<file path="src/rtl/srm_controller.sv">
// srm_controller: Moore control FSM for the simple RISC machine datapath.
// Instructions are fetched, decoded from opcode/op, and then sequenced
// through operand fetch, execute, memory and write-back steps.
// Optional build macro: SRM_HALT_EN (opcode 111 enters a sticky HALT state).
module srm_controller (
   input  logic       clk,
   input  logic       rst_n,
   input  logic [2:0] opcode,
   input  logic [1:0] op,
   output logic       load_pc,
   output logic       clear_pc,
   output logic       load_ir,
   output logic       load_addr,
   output logic       sel_addr,
   output logic       ram_w_en,
   output logic [1:0] reg_sel,
   output logic [1:0] wb_sel,
   output logic       w_en,
   output logic       en_A,
   output logic       en_B,
   output logic       en_C,
   output logic       en_status,
   output logic       sel_A,
   output logic       sel_B,
   output logic       halted
);

   typedef enum logic [4:0] {
      S_RESET, S_FETCH, S_LOAD_IR, S_UPDATE_PC, S_DECODE, S_WRITE_IMM,
      S_GET_A, S_GET_B, S_EXEC, S_WRITE_REG, S_MEM_ADDR, S_MEM_RD,
      S_LDR_WB, S_GET_D, S_PASS_D, S_MEM_WR, S_HALT
   } state_t;

   state_t state_q, state_d;

   logic is_movi_s, is_movr_s, is_alu_s, is_cmp_s, is_mvn_s;
   logic is_ldr_s, is_str_s, is_mem_s, is_halt_s;

   assign is_movi_s = (opcode == 3'b110) && (op == 2'b10);
   assign is_movr_s = (opcode == 3'b110) && (op == 2'b00);
   assign is_alu_s  = (opcode == 3'b101);
   assign is_cmp_s  = is_alu_s && (op == 2'b01);
   assign is_mvn_s  = is_alu_s && (op == 2'b11);
   assign is_ldr_s  = (opcode == 3'b011) && (op == 2'b00);
   assign is_str_s  = (opcode == 3'b100) && (op == 2'b00);
   assign is_mem_s  = is_ldr_s || is_str_s;
`ifdef SRM_HALT_EN
   assign is_halt_s = (opcode == 3'b111);
`else
   assign is_halt_s = 1'b0;
`endif

   // State register; reset forces RESET immediately from any state.
   always_ff @(posedge clk or negedge rst_n) begin
      if (!rst_n) begin
         state_q <= S_RESET;
      end else begin
         state_q <= state_d;
      end
   end

   // Next-state sequencing for each instruction class.
   always_comb begin
      state_d = S_RESET;
      case (state_q)
         S_RESET:     state_d = S_FETCH;
         S_FETCH:     state_d = S_LOAD_IR;
         S_LOAD_IR:   state_d = S_UPDATE_PC;
         S_UPDATE_PC: state_d = S_DECODE;
         S_DECODE: begin
            if (is_movi_s) begin
               state_d = S_WRITE_IMM;
            end else if (is_movr_s) begin
               state_d = S_GET_B;
            end else if (is_alu_s || is_mem_s) begin
               state_d = S_GET_A;
            end else if (is_halt_s) begin
               state_d = S_HALT;
            end else begin
               state_d = S_FETCH;   // unrecognised: PC already advanced
            end
         end
         S_GET_A: begin
            if (is_mem_s) begin
               state_d = S_EXEC;
            end else begin
               state_d = S_GET_B;
            end
         end
         S_GET_B:     state_d = S_EXEC;
         S_EXEC: begin
            if (is_cmp_s) begin
               state_d = S_FETCH;
            end else if (is_mem_s) begin
               state_d = S_MEM_ADDR;
            end else begin
               state_d = S_WRITE_REG;
            end
         end
         S_MEM_ADDR: begin
            if (is_ldr_s) begin
               state_d = S_MEM_RD;
            end else begin
               state_d = S_GET_D;
            end
         end
         S_MEM_RD:    state_d = S_LDR_WB;
         S_GET_D:     state_d = S_PASS_D;
         S_PASS_D:    state_d = S_MEM_WR;
         S_WRITE_IMM: state_d = S_FETCH;
         S_WRITE_REG: state_d = S_FETCH;
         S_LDR_WB:    state_d = S_FETCH;
         S_MEM_WR:    state_d = S_FETCH;
         S_HALT:      state_d = S_HALT;  // left only through rst_n
         default:     state_d = S_RESET;
      endcase
   end

   // Moore output decode; anything not named for a state stays 0.
   always_comb begin
      load_pc   = 1'b0;
      clear_pc  = 1'b0;
      load_ir   = 1'b0;
      load_addr = 1'b0;
      sel_addr  = 1'b0;
      ram_w_en  = 1'b0;
      reg_sel   = 2'd0;
      wb_sel    = 2'd0;
      w_en      = 1'b0;
      en_A      = 1'b0;
      en_B      = 1'b0;
      en_C      = 1'b0;
      en_status = 1'b0;
      sel_A     = 1'b0;
      sel_B     = 1'b0;
      halted    = 1'b0;
      case (state_q)
         S_RESET:     begin clear_pc = 1'b1; load_pc = 1'b1; end
         S_FETCH:     sel_addr = 1'b1;
         S_LOAD_IR:   begin sel_addr = 1'b1; load_ir = 1'b1; end
         S_UPDATE_PC: load_pc = 1'b1;
         S_WRITE_IMM: begin reg_sel = 2'd0; wb_sel = 2'd1; w_en = 1'b1; end
         S_GET_A:     begin reg_sel = 2'd0; en_A = 1'b1; end
         S_GET_B:     begin reg_sel = 2'd2; en_B = 1'b1; end
         S_EXEC: begin
            en_C      = 1'b1;
            sel_A     = is_movr_s || is_mvn_s;
            sel_B     = is_mem_s;
            en_status = is_cmp_s;
         end
         S_WRITE_REG: begin reg_sel = 2'd1; wb_sel = 2'd0; w_en = 1'b1; end
         S_MEM_ADDR:  load_addr = 1'b1;
         S_LDR_WB:    begin reg_sel = 2'd1; wb_sel = 2'd2; w_en = 1'b1; end
         S_GET_D:     begin reg_sel = 2'd1; en_B = 1'b1; end
         S_PASS_D:    begin sel_A = 1'b1; en_C = 1'b1; end
         S_MEM_WR:    ram_w_en = 1'b1;
`ifdef SRM_HALT_EN
         S_HALT:      halted = 1'b1;
`endif
         default:     halted = 1'b0;   // DECODE, MEM_RD: no outputs
      endcase
   end

endmodule

</file>
<file path="config.mk">
export PLATFORM = sky130hd
export DESIGN_NAME = srm_controller
export DESIGN_NICKNAME = d
export VERILOG_FILES = /design/src/rtl/srm_controller.sv
export SDC_FILE = /design/constraint.sdc
export NUM_CORES = 1
export LEC_CHECK = 0
export CELL_PAD_IN_SITES_DETAIL_PLACEMENT = 0
export CELL_PAD_IN_SITES_GLOBAL_PLACEMENT = 2
export CORE_MARGIN = 4
export CORE_UTILIZATION = 25
export CTS_CLUSTER_DIAMETER = 120
export DETAILED_ROUTE_END_ITERATION = 6
export GPL_ROUTABILITY_DRIVEN = 1
export GPL_TIMING_DRIVEN = 0
export PLACE_DENSITY = 0.94
export REMOVE_ABC_BUFFERS = 1
export SETUP_SLACK_MARGIN = 0.05
export SLEW_MARGIN = 20
export SYNTH_ARGS = -nofsm -noshare
export SYNTH_HDL_FRONTEND = slang
export SYNTH_SLANG_ARGS = --single-unit
</file>
<file path="constraint.sdc">
create_clock -name clk -period 4.3 [get_ports clk]
set_input_delay 0.86 -clock clk [delete_from_list [all_inputs] [get_ports clk]]
set_output_delay 0.86 -clock clk [all_outputs]
set_load 0.05 [all_outputs]
</file>
==> results.md <==
- Fmax: about 0.26 GHz
- Starting DRT DRC Count: between 40 and 50
- Ys flop type: dfrtp_1
- CTS resizes: 0
- Crit path depth: 6
- Area grow syn2layout: 32.6%
- Post-Syn Area per Cell: roughly 7.1 um2
- Total negative slack: 0 ps
- Drc violations: 0
- Clock Path Buffers: 2
- Vias: 753
- First-pass GRT wire length: approximately 3400 um
- CP Launch Point: opcode[1]
- Worst slew margin: around three fifths
- Worst IR drop on VDD: approximately 0.50 mV
- CP arrival: approximately 2900 ps
- Final Hold Fails: 0
- Initial antenna violation count: 0
- Max-slew violation count: 0
- Hpwl dp: about 1400 um
- Die height: a little over 60 um
- Gr ovfl total: 0
- Post-synthesis register bit count: 5
- Largest Register: state_q
- Cell leakage power: 0.335 nW
- Filler Cells Inserted: between 300 and 400
- CTS Buf Count: 3
- Crit-path cells: clkdlybuf4s50_1 > nor2b_1 > a32o_1 > nand3_1 > a211oi_1 > clkdlybuf4s50_1
- Crit path top cell by count: clkdlybuf4s50_1
- Postcts setup bufs: 0
- Post-CTS Hold Fix Bufs: 0
- WP buf/inv: 2
- Row Count: 19
- Max-cap violations: 0
- RSZ-0062 raised after global routing: false
- Core ar.: 2730 um2
- Clock root buffer: clkbuf_4
- Largest fanout on the critical path: 7
- Pin count of the biggest net entering global routing: 20
- Setup violators final: 0
- Final non-filler cell total: ~150
- Post-route clock period utilization: 88.4%
- Worst path max stage delay: 850 ps
- Mean routed wirelength per cell: between 10 and 15 um
- Worst R2R Path Depth: 5
- # diodes: 0
- Worst-path clk slew: around 50 ps
- Number of synthesized flops with an enable pin: 0
- CTS tree: built
- Crit Path Category: in -> out
- Asr flop ratio synth: 100%
- Post-synthesis cell type count: 44
- RR Endpoint: state_q[2]
- Worst Path Required: between 3000 and 4000 ps
- Worst R2R Start: state_q[0]
- GPL Wtd Cong: about 0.79
- Crit-path slowest cell: clkdlybuf4s50_1
- Antenna viol nets, final: 0
- Clock sinks: 5
- Post-synthesis cell count: 100
- Initial core utilization: between 20 and 30%
- Setup crit end: sel_A
- Largest regs: state_q: 5 flops
- Hold/Removal Path Class: reg -> reg
- GRT Util Overall: between 10 and 15%
- Drt via density: approximately 5
- H-tree levels: 1
- Netlist Area Pre-Place: approximately 700 um2
- Power Density: about 640 nW/um2
- Die area: roughly 3800 um2
- Layout cell share with drive strength beyond 1: 7.69%
- Clock period minus worst slack: approximately 3800 ps
- Routed Wire Length: about 1900 um
- DR pass1 iterations: 4
- Status: complete, no violations
- Fin Clk Skew: a little over 6 ps
- Worst min-delay path startpoint: state_q[4]
- Least-Margin Pin Slew: around 600 ps
- FF-to-FF setup slack: 2520 ps
- Nets: ~130
- Warnings from Yosys: 0
- Multi-input gate area: 513 um2
- Critical Path Source Type: input port
- Cell count after placement: 144
- Worst skew pair latency: 240 ps
- Die width: around 61 um
- Vias in the first global route: around 770
- Max reg flops: 5
- Setup crit end kind: output port
- Storage cell area: 125 um2
- CP delay by family, top: buffers and inverters
- PortBufs: 23
- Seq/Total Area, Yosys: between 10% and 20%
- I/O Pins: 25
## worst min-delay path by stage
stage / to / slack (ps) / cells past startpoint
after global routing: state_q[4] / 760 / 1
after floorplan: state_q[0] / 560 / 0
after detailed placement: state_q[0] / 700 / 1
final: state_q[0] / 710 / 1
after global placement: state_q[0] / 720 / 1
after CTS: state_q[0] / 700 / 1
## cell families after synthesis
family	Yosys count	share of synthesized area [%]
and+or+nand+nor	56	43.9
xor gates and xnor gates	2	2.47
DFF	5	17.6
AOI/OAI and AO/OA	23	24.0
muxes	1	1.41
other	1	0.529
buffers and inverters	12	10.1
## metal layers
layer  vias up  global-route usage [%]  wire length (um)
met3         2                    2.73               110
met2        20                    18.7               893
met5         -                       0                 0
met4         0                    7.43                27
li1        389                       -                 -
met1       342                    16.1               907
## final cells by class
| cell class | instances | share of cell area [%] |
|---|---|---|
| clock buffers | 4 | 2.79 |
| inverters | 2 | 0.798 |
| multi-input cells | 83 | 54.5 |
| flip-flops and latches | 5 | 13.3 |
| well taps | 31 | 4.12 |
| repair buffers | 23 | 24.5 |
## Yosys cell counts (2+ instances only)
library cell / number / share of area (%)
o21ai_2: 2 / 2.5
nand2_1: 11 / 5.8
buf_4: 2 / 2.1
nand3_1: 2 / 1.4
a21oi_1: 5 / 3.5
buf_6: 2 / 3.2
o31ai_1: 2 / 2.1
nor2b_1: 6 / 5.3
nor3b_1: 4 / 4.2
dfrtp_1: 5 / 18
nand2b_1: 2 / 1.8
nor3_1: 5 / 3.5
and3_1: 2 / 1.8
o21ai_0: 2 / 1.4
inv_1: 2 / 1.1
clkbuf_1: 3 / 1.6
nor2_1: 13 / 6.9
a32oi_1: 2 / 2.5
buf_2: 3 / 2.1
## cells in the final DEF, fill, tap and decap left out, types with 2 or more instances in the layout
| cell type | n |
|---|---|
| clkdlybuf4s50_1 | 23 |
| and3_1 | 2 |
| nor3_1 | 5 |
| o31ai_1 | 2 |
| nand2b_1 | 2 |
| clkbuf_4 | 3 |
| o21ai_0 | 2 |
| nor3b_1 | 4 |
| dfrtp_1 | 5 |
| inv_1 | 2 |
| nand2_1 | 11 |
| nor2_1 | 13 |
| nand3_1 | 2 |
| nor2b_1 | 6 |
| o21ai_2 | 2 |
| a32oi_1 | 2 |
| a21oi_1 | 5 |
## report_power, final
part | switching, mW | leakage, nW | total [mW] | internal [mW]
clock network | 0.0189 | 0.0150 | 0.0540 | 0.0351
logic | 0.256 | 0.256 | 0.419 | 0.163
registers | 0.0714 | 0.0643 | 0.133 | 0.0619
total | 0.346 | 0.335 | 0.606 | 0.260
## through the flow
step	utilization (%)	hold slack (ps)	worst slack (ps)	power, mW	area (um2)
2_1_floorplan	-	564	245	0.423	646
3_3_place_gp	33.5	721	526	0.548	915
3_5_place_dp	33.5	696	506	0.554	915
4_1_cts	34.4	702	489	0.612	941
5_1_grt	34.4	761	321	0.662	941
6_report	34.4	713	497	0.606	941
Power figures use the tool's default switching activity.
